## src/rtl/mcdt_arb_pkg.sv

```systemverilog
// Shared types and the round-robin search helper for the MCDT output arbiter.
// Latency: n/a (types and a combinational function); backpressure: n/a.
package mcdt_arb_pkg;

    localparam int NUM_CH = 3;
    localparam int DATA_W = 32;
    localparam int ID_W   = (NUM_CH > 1) ? $clog2(NUM_CH) : 1;

    typedef logic [ID_W-1:0] ch_id_t;
    typedef logic [1:0]      prio_t;

    // First set bit of mask searching upward from last+1, wrapping modulo NUM_CH.
    // With an empty mask the result is last; callers qualify it with |mask.
    function automatic ch_id_t rr_next(input ch_id_t last, input logic [NUM_CH-1:0] mask);
        ch_id_t res;
        int     best_off;
        int     off;
        res      = last;
        best_off = NUM_CH;
        for (int c = 0; c < NUM_CH; c++) begin
            off = (c + NUM_CH - 1 - int'(last)) % NUM_CH;
            if (mask[c] && (off < best_off)) begin
                best_off = off;
                res      = ch_id_t'(c);
            end
        end
        return res;
    endfunction

endpackage

```

## src/rtl/mcdt_rr_pick.sv

```systemverilog
// Combinational round-robin pick: rotate mask past last, priority-encode, un-rotate.
// Latency: 0 cycles; backpressure: none, a grant is produced whenever mask is non-zero.
module mcdt_rr_pick
    import mcdt_arb_pkg::*;
(
    input  logic [NUM_CH-1:0] mask_i,
    input  ch_id_t            last_i,
    output logic [NUM_CH-1:0] gnt_o,
    output ch_id_t            id_o,
    output logic              any_o
);

    always_comb begin
        any_o = |mask_i;
        id_o  = rr_next(last_i, mask_i);
        gnt_o = '0;
        for (int k = 0; k < NUM_CH; k++) begin
            gnt_o[k] = any_o && (id_o == ch_id_t'(k));
        end
    end

endmodule

```

## src/rtl/mcdt_arbiter.sv

```systemverilog
// Shares the MCDT output port between NUM_CH FWFT channel FIFOs (round-robin, or priority with MCDT_ARB_PRIO_EN).
// Latency: 1 cycle req->mcdt_val_o; backpressure: none, one pop and one output word per cycle sustained.
module mcdt_arbiter
    import mcdt_arb_pkg::*;
(
    input  logic                     clk_i,
    input  logic                     rstn_i,
    input  logic [NUM_CH-1:0]        req_i,
    input  logic [NUM_CH*DATA_W-1:0] data_i,
    input  logic [NUM_CH-1:0]        en_i,
`ifdef MCDT_ARB_PRIO_EN
    input  logic [NUM_CH*2-1:0]      prio_i,
`endif
    output logic [NUM_CH-1:0]        ack_o,
    output logic [DATA_W-1:0]        mcdt_data_o,
    output logic                     mcdt_val_o,
    output logic [ID_W-1:0]          mcdt_id_o
);

    logic [NUM_CH-1:0] elig;
    logic [NUM_CH-1:0] pick_mask;
    logic [NUM_CH-1:0] gnt;
    ch_id_t            gnt_id;
    logic              gnt_any;

    ch_id_t            last_q,  last_d;
    logic [DATA_W-1:0] data_q,  data_d;
    ch_id_t            id_q,    id_d;
    logic              val_q,   val_d;

    assign elig = req_i & en_i;

`ifdef MCDT_ARB_PRIO_EN
    prio_t top_prio;

    // Only channels at the highest eligible priority compete; ties fall back to round-robin.
    always_comb begin
        top_prio  = '0;
        pick_mask = '0;
        for (int k = 0; k < NUM_CH; k++) begin
            if (elig[k] && (prio_i[k*2 +: 2] > top_prio)) begin
                top_prio = prio_i[k*2 +: 2];
            end
        end
        for (int k = 0; k < NUM_CH; k++) begin
            pick_mask[k] = elig[k] && (prio_i[k*2 +: 2] == top_prio);
        end
    end
`else
    assign pick_mask = elig;
`endif

    mcdt_rr_pick u_pick (
        .mask_i (pick_mask),
        .last_i (last_q),
        .gnt_o  (gnt),
        .id_o   (gnt_id),
        .any_o  (gnt_any)
    );

    // Gating with rstn_i keeps FIFOs from popping while the output register is held clear.
    assign ack_o = gnt & {NUM_CH{rstn_i}};

    always_comb begin
        last_d = last_q;
        data_d = data_q;
        id_d   = id_q;
        val_d  = gnt_any;
        if (gnt_any) begin
            last_d = gnt_id;
            id_d   = gnt_id;
            for (int k = 0; k < NUM_CH; k++) begin
                if (gnt[k]) begin
                    data_d = data_i[k*DATA_W +: DATA_W];
                end
            end
        end
    end

    always_ff @(posedge clk_i or negedge rstn_i) begin
        if (!rstn_i) begin
            last_q <= ch_id_t'(NUM_CH - 1);
            data_q <= '0;
            id_q   <= '0;
            val_q  <= 1'b0;
        end else begin
            last_q <= last_d;
            data_q <= data_d;
            id_q   <= id_d;
            val_q  <= val_d;
        end
    end

    assign mcdt_data_o = data_q;
    assign mcdt_id_o   = id_q;
    assign mcdt_val_o  = val_q;

endmodule

```

## config.mk

```make
export PLATFORM = sky130hd
export DESIGN_NAME = mcdt_arbiter
export DESIGN_NICKNAME = d
export VERILOG_FILES = /design/src/rtl/mcdt_arb_pkg.sv /design/src/rtl/mcdt_rr_pick.sv /design/src/rtl/mcdt_arbiter.sv
export SDC_FILE = /design/constraint.sdc
export NUM_CORES = 1
export LEC_CHECK = 0
export CAP_MARGIN = 40
export CORE_MARGIN = 2
export CORE_UTILIZATION = 52
export CTS_BUF_LIST = sky130_fd_sc_hd__clkbuf_8 sky130_fd_sc_hd__clkbuf_16
export DETAILED_ROUTE_END_ITERATION = 10
export PLACE_DENSITY = 0.88
export SLEW_MARGIN = 20
export SYNTH_ARGS = -nofsm -noshare
export SYNTH_HDL_FRONTEND = slang
export SYNTH_HIERARCHICAL = 1
export SYNTH_SLANG_ARGS = --single-unit
```

## constraint.sdc

```tcl
create_clock -name clk_i -period 14.88 [get_ports clk_i]
set_clock_uncertainty 0.15 [all_clocks]
set_input_delay 2.232 -clock clk_i [delete_from_list [all_inputs] [get_ports clk_i]]
set_output_delay 2.232 -clock clk_i [all_outputs]
set_load 0.03 [all_outputs]
```

---- Word level (Yosys, flattened, before mapping) ----
Cells that the tools add are included.
storage, ports and cells
  register bits after elaboration ......... 37
  input bits .............................. 104
  output and inout bits ................... 38
  word-level logic and storage cells ...... 35
operators by class
  add/subtract/negate cells ............... 3
  div/mod/pow operators ................... 3
  order comparisons ....................... 3
  equality and inequality tests ........... 2
  mux-type cells .......................... 8
  bitwise operators ....................... 2
  reduce and logical (&&, ||, !) cells .... 10
operators by type and width
  cell                                                                            count
  32-bit two-way mux                                                              5
  32-bit by 3-bit remainder unit with 32-bit output (second input constant)       3
  32-bit less-than comparator                                                     2
  32-bit by 3-bit less-than comparator with 1-bit output (second input constant)  1
  3-bit AND                                                                       2
  1-bit logical AND                                                               6
  2-bit two-way mux                                                               3
  2-bit by 2-bit subtractor with 3-bit output (first input constant)              2
  3-bit by 2-bit subtractor with 4-bit output (first input constant)              1
  3-bit nonzero test                                                              1
  3-bit OR reduction                                                              1
  2-bit by 1-bit equality test with 1-bit output (second input constant)          1
  2-bit equality test (second input constant)                                     1
  2-bit zero test                                                                 1
  2-bit AND reduction                                                             1

---- Logic depth before layout (Yosys ltp) ----
  word-level depth ........................ 16
  gate-level depth with buffers ........... 44

---- By module ----
Netlist, hierarchy kept.
modules (own cells, without submodules)
  module        instances  cells an instance  area each (um2)
  mcdt_rr_pick  1          344                2391.0
  mcdt_arbiter  1          192                2083.2

---- Worst setup path after synthesis ----
Ideal clock, no wire load.
  path kind ............................... register to output
  from .................................... reg last_q[0]
  to ...................................... out ack_o[1]
  arrival time ............................ 8.463 ns
  data required time ...................... 12.498 ns
  path slack .............................. 4.035 ns
  cell stages (with the launch flop) ...... 40
  path buffers ............................ 7
  path through ............................ dfrtp_1 -> inv_1 -> ha_1 -> buf_2 -> nand2_1 -> inv_1 -> clkbuf_1 -> clkbuf_1 -> ha_1 -> buf_6 -> and4_1 -> a2111oi_2 -> a211oi_2 -> a311oi_4 -> mux2_2 -> a211oi_1 -> a21oi_1 -> and2_1 -> [4 not listed] -> a311o_1 -> a211o_1 -> o32a_1 -> o311a_4 -> o21ai_4 -> mux2i_1 -> ha_1 -> nand2b_1 -> nor3_1 -> nor3_1 -> o21ai_0 -> o2111ai_1 -> and2_1 -> a31oi_1 -> o2bb2ai_1 -> buf_6 -> buf_2 -> and2_1
between the ends
  word-level cells in the longest chain between the ends .. 14
  elaborated cells between the ends (all ways) .. 20
  those cells by class .................... 3 x add/sub; 3 x div; 3 x order compare; 1 x eq/ne; 5 x mux; 1 x bitwise; 4 x reduce/logical
ends and longest elaborated chain
  item                                                    line                source
  start, declared                                         mcdt_arbiter.sv:26  ch_id_t last_q, last_d;
  start signal, assigned                                  mcdt_arbiter.sv:82  last_q <= ch_id_t'(NUM_CH - 1);
  start signal, assigned                                  mcdt_arbiter.sv:87  last_q <= last_d;
  2-bit by 2-bit subtractor with 3-bit output             mcdt_arb_pkg.sv:21  off = (c + NUM_CH - 1 - int'(last)) % NUM_CH;
  32-bit by 3-bit remainder unit with 32-bit output       mcdt_arb_pkg.sv:21
  32-bit by 3-bit less-than comparator with 1-bit output  mcdt_arb_pkg.sv:22  if (mask[c] && (off < best_off)) begin
  1-bit logical AND                                       mcdt_arb_pkg.sv:22
  32-bit two-way mux                                      mcdt_arb_pkg.sv:22
  32-bit less-than comparator                             mcdt_arb_pkg.sv:22
  1-bit logical AND                                       mcdt_arb_pkg.sv:22
  32-bit two-way mux                                      mcdt_arb_pkg.sv:22
  32-bit less-than comparator                             mcdt_arb_pkg.sv:22
  1-bit logical AND                                       mcdt_arb_pkg.sv:22
  2-bit two-way mux (*)                                   mcdt_arb_pkg.sv:22
  2-bit by 1-bit equality test with 1-bit output (*)      mcdt_rr_pick.sv:18  gnt_o[k] = any_o && (id_o == ch_id_t'(k));
  1-bit logical AND (*)                                   mcdt_rr_pick.sv:18
  via gnt[1]                                              mcdt_arbiter.sv:22  logic [NUM_CH-1:0] gnt;
  3-bit AND (*)                                           mcdt_arbiter.sv:62  assign ack_o = gnt & {NUM_CH{rstn_i}};
  end, declared                                           mcdt_arbiter.sv:14  output logic [NUM_CH-1:0] ack_o,
Mark *: on every way through the listed nets, which the timed path passes. The rest lies on a longest branch.

---- Final worst setup path ----
  from .................................... reg last_q[0]
  to ...................................... out ack_o[0]
between the ends
  word-level cells in the longest chain between the ends .. 14
  elaborated cells between the ends (all ways) .. 20
  those cells by class .................... 3 x add/sub; 3 x div; 3 x order compare; 5 x mux; 1 x bitwise; 5 x reduce/logical
ends and longest elaborated chain
  item                                                    line
  2-bit by 2-bit subtractor with 3-bit output             mcdt_arb_pkg.sv:21
  32-bit by 3-bit remainder unit with 32-bit output       mcdt_arb_pkg.sv:21
  32-bit by 3-bit less-than comparator with 1-bit output  mcdt_arb_pkg.sv:22
  1-bit logical AND                                       mcdt_arb_pkg.sv:22
  32-bit two-way mux                                      mcdt_arb_pkg.sv:22
  32-bit less-than comparator                             mcdt_arb_pkg.sv:22
  1-bit logical AND                                       mcdt_arb_pkg.sv:22
  32-bit two-way mux                                      mcdt_arb_pkg.sv:22
  32-bit less-than comparator                             mcdt_arb_pkg.sv:22
  1-bit logical AND                                       mcdt_arb_pkg.sv:22
  2-bit two-way mux (*)                                   mcdt_arb_pkg.sv:22
  2-bit zero test (*)                                     mcdt_rr_pick.sv:18
  1-bit logical AND (*)                                   mcdt_rr_pick.sv:18
  via gnt[0]                                              mcdt_arbiter.sv:22
  3-bit AND (*)                                           mcdt_arbiter.sv:62
Marks and branches as above.

==> results <==
[cell usage after synthesis (3+ instances only)]
master / count / area (µm²)
nor3_1: 10 / 50.1
buf_2: 14 / 70.1
a21o_1: 6 / 45.0
and4_1: 3 / 26.3
nor2_1: 33 / 124
nand2_1: 65 / 244
o21bai_1: 3 / 22.5
ha_1: 18 / 225
o22ai_1: 3 / 18.8
buf_6: 11 / 124
or3_1: 6 / 37.5
a22oi_1: 3 / 22.5
o32a_1: 3 / 30.0
o211ai_1: 10 / 75.1
dfrtp_1: 35 / 876
a211oi_1: 8 / 60.1
o21ai_1: 6 / 30.0
buf_4: 6 / 45.0
and2_1: 12 / 75.1
o21ai_0: 54 / 270
and3_1: 3 / 18.8
a221oi_1: 3 / 26.3
mux2i_1: 36 / 360
clkbuf_1: 11 / 41.3
inv_1: 15 / 56.3
a211o_1: 3 / 26.3
nand2b_1: 6 / 37.5
a21oi_1: 27 / 135
nand3_1: 4 / 20.0
a31oi_2: 3 / 37.5
nor2b_1: 5 / 31.3
mux2_2: 34 / 383
o2111ai_1: 4 / 35.0
and4b_1: 3 / 30.0
[flip-flops by register name (all words and copies together) (netlist names)]
signal / count
last_q: 2
mcdt_id_o: 1
mcdt_data_o: 32
mcdt_val_o: 1
[routing by layer]
| layer | share of wire (%) | up-vias | wire length, µm | global-route usage, % |
|---|---|---|---|---|
| li1 | - | 2227 | - | - |
| met1 | 39 | 2248 | 5550 | 33.7 |
| met2 | 52 | 258 | 7520 | 53.8 |
| met3 | 7.2 | 28 | 1040 | 5.35 |
| met4 | 2.0 | 0 | 289 | 8.56 |
| met5 | 0 | - | 0 | 0 |
[power groups by stage]
stage / registers (mW) / clock network (mW) / logic (mW)
floorplan: 0.261 / 0 / 0.582
global placement: 0.175 / 0 / 0.857
detailed placement: 0.179 / 0 / 0.891
CTS: 0.178 / 0.0854 / 0.904
global route: 0.184 / 0.0895 / 0.983
finish: 0.178 / 0.0835 / 0.917
[layout by cell type (no fill, tap or decap), types with 4 or more instances in the layout]
cell type / Yosys / final
a21oi_1: 27 / 27
ha_1: 18 / 18
nand3_1: 4 / 4
o2111ai_1: 4 / 4
a211oi_1: 8 / 8
mux2i_1: 36 / 36
inv_1: 15 / 16
buf_4: 6 / 5
clkdlybuf4s50_1: 0 / 140
o21ai_0: 54 / 54
or3_1: 6 / 6
dfrtp_1: 35 / 35
o21ai_1: 6 / 6
nor3_1: 10 / 10
mux2_2: 34 / 34
and2_1: 12 / 12
clkbuf_8: 0 / 5
nand2b_1: 6 / 6
nor2_1: 33 / 33
a21o_1: 6 / 6
nor2b_1: 5 / 5
o211ai_1: 10 / 10
nand2_1: 65 / 65
[worst max-delay path, delay by kind of cell (launching register included)]
| family | cells | cell delay, ps |
|---|---|---|
| DFF | 1 | 490 |
| buffers and inverters | 3 | 1540 |
| adders and majority gates | 3 | 1410 |
| and+or+nand+nor | 11 | 2970 |
| muxes | 2 | 740 |
| AOI/OAI and AO/OA | 14 | 3900 |
[cell families after synthesis]
logic type | Yosys count
AND/OR/NAND/NOR | 173
XOR/XNOR | 3
flip-flops | 36
adder cells (fa/ha/maj) | 18
AO/OA/AOI/OAI | 177
multiplexers | 70
buffers and inverters | 59
[area by class of cell]
cell class / count / area share, %
Multi-Input combinational cell: 441 / 54.5
Timing Repair Buffer: 150 / 25.4
Sequential cell: 36 / 15.1
Tap cell: 105 / 2.20
Clock buffer: 5 / 1.15
Inverter: 16 / 1.01
Clock inverter: 3 / 0.649
[metrics by stage]
| stage | cell area, µm² | power (mW) |
|---|---|---|
| 4_1_cts | 5940 | 1.17 |
| 5_1_grt | 5970 | 1.26 |
| 6_report | 5970 | 1.18 |
| 3_3_place_gp | 5790 | 1.03 |
| 2_1_floorplan | 4470 | 0.844 |
| 3_5_place_dp | 5830 | 1.07 |
[how the worst max path moves through the flow]
stage / from / endpoint / slack, ps / cells after the start
detailed placement: last_q[0] / ack_o[0] / 1940 / 33
global route: last_q[0] / ack_o[0] / 590 / 33
global placement: last_q[0] / ack_o[0] / 1940 / 33
finish: last_q[0] / ack_o[0] / 1160 / 33
floorplan: last_q[0] / ack_o[1] / 4030 / 39
CTS: last_q[0] / ack_o[0] / 1390 / 33
==> results.md <==
- Outcome: finished, final reports clean
- Cells after DPL: 746
- Syn Area/Cell: 8.35 µm²
- Largest net degree at the start of global routing: 65
- HPWL Detailed: 10800 µm
- Clk pwr share: 7.1%
- PD cells: 197 nW/µm²
- CTS tree: done
- Initial antenna violation count: 0
- CP arrival: 11340 ps
- Vias in the first global route: 4646
- PnR worst setup slack: 1160 ps
- Nets: 772
- Hold_buf cts: 0
- Via Count: 4761
- Critical R2R Launch: last_q[0]
- WHS Endpoint: mcdt_data_o[30]
- Total global routing track utilization: 29.0%
- Sequential cell area: 902 µm²
- Rel. slew slack: 46.7%
- HP Start: mcdt_data_o[30]
- Mapped cell area: 4470 µm²
- Net Sw Power: 599 µW
- CTS Root Cell: clkbuf_8
- Worst stage delay on the critical path: 690 ps
- Synth Area in Compound Gates: 29.6%
- R2r setup slk: 3500 ps
- Seq/Total Area, Yosys: 20.2%
- Asr flop ratio synth: 100%
- Antenna Cells: 0
- Max-slew violation count: 0
- Final Util: 72.0%
- H-tree levels: 2
- DRC Markers: 0
- Yosys cell types: 85
- Critical Path RT: 12500 ps
- WL per Instance: 19.0 µm
- Clk buf depth: 2
- Setup crit start kind: flop
- Clock Sink Count: 36
- Fmax: 72.9 MHz
- Die W: 96.8 µm
- DRT Pass-1 Iters: 5
- Multi-input logic area: 3250 µm²
- Total of max-cap violations: 0
- Largest family of logic cells by synthesized area: compound AO/OA/AOI/OAI gates
- Gr ovfl total: 0
- Cells after Synth: 536
- Cell Int Power: 579 µW
- Num CTS Buffers: 5
- Synth-to-Final Area Change: 33.5%
- Detail Route Antenna Nets: 0
- Post-synth EDFFs: 0
- Share of cells above drive strength 1: 12.1%
- Synthesis warning total: 6
- Fillers: 569
- Core Region: 8300 µm²
- Global-route wire length before repair: 22800 µm
- Tmin final: 13720 ps
- Unrepaired setup endpoints after global routing: false
- Min-delay worst type: flop to flop
- Initial core utilization: 53.9%
- Critical path class: flop to output pin
- CP endpoint kind: output pin
- Final hold slack: 330 ps
- I/O Buffers: 141
- Setup TNS: 0 ps
- I/O Pins: 142
- Worst-Margin Slew: 800 ps
- Clk Latency, worst-skew pair: 270 ps
- Non-Filler Instances: 756
- Hold Violations, Final: 0
- Seq pwr share: 15.1%
- XOR/XNOR share of the synthesized area: 0.587%
- Ys flop type: dfrtp_1
- Die area: 9360 µm²
- Max IR drop VDD: 0.125 mV
- Worst-path fanout max: 28
- Hold depth: 2
- Final setup violation count: 0
- Routed vias/inst: 6.30
- CTS resizes: 0
- # rows: 33
- Worst reg-to-reg path cell count: 34
- Synth Area in Adders: 5.03%
- Mux share of post-synthesis cell area: 16.6%
- Worst-path clk slew: 70 ps
- Gpl congestion: 1.03
- Drt total wl: 14400 µm
- Place WS: 1940 ps
- Post-Synth Simple-Gate Area: 20.3%
- CP max-delay cell: clkdlybuf4s50_1
- R2r endpoint: mcdt_data_o[7]
- Syn nets: 658
- Drt initial violations: 356
- Die Y: 96.8 µm
- Tcrit/Tclk final: 92.2%
- Combinational Power Share: 77.8%
- Yosys reg bits: 36
- Switching Fraction: 50.9%
- Leakage power: 2.26 nW
- Setup Fix Bufs, Post-CTS: 0
No activity file was read; power rests on OpenSTA's default activity.
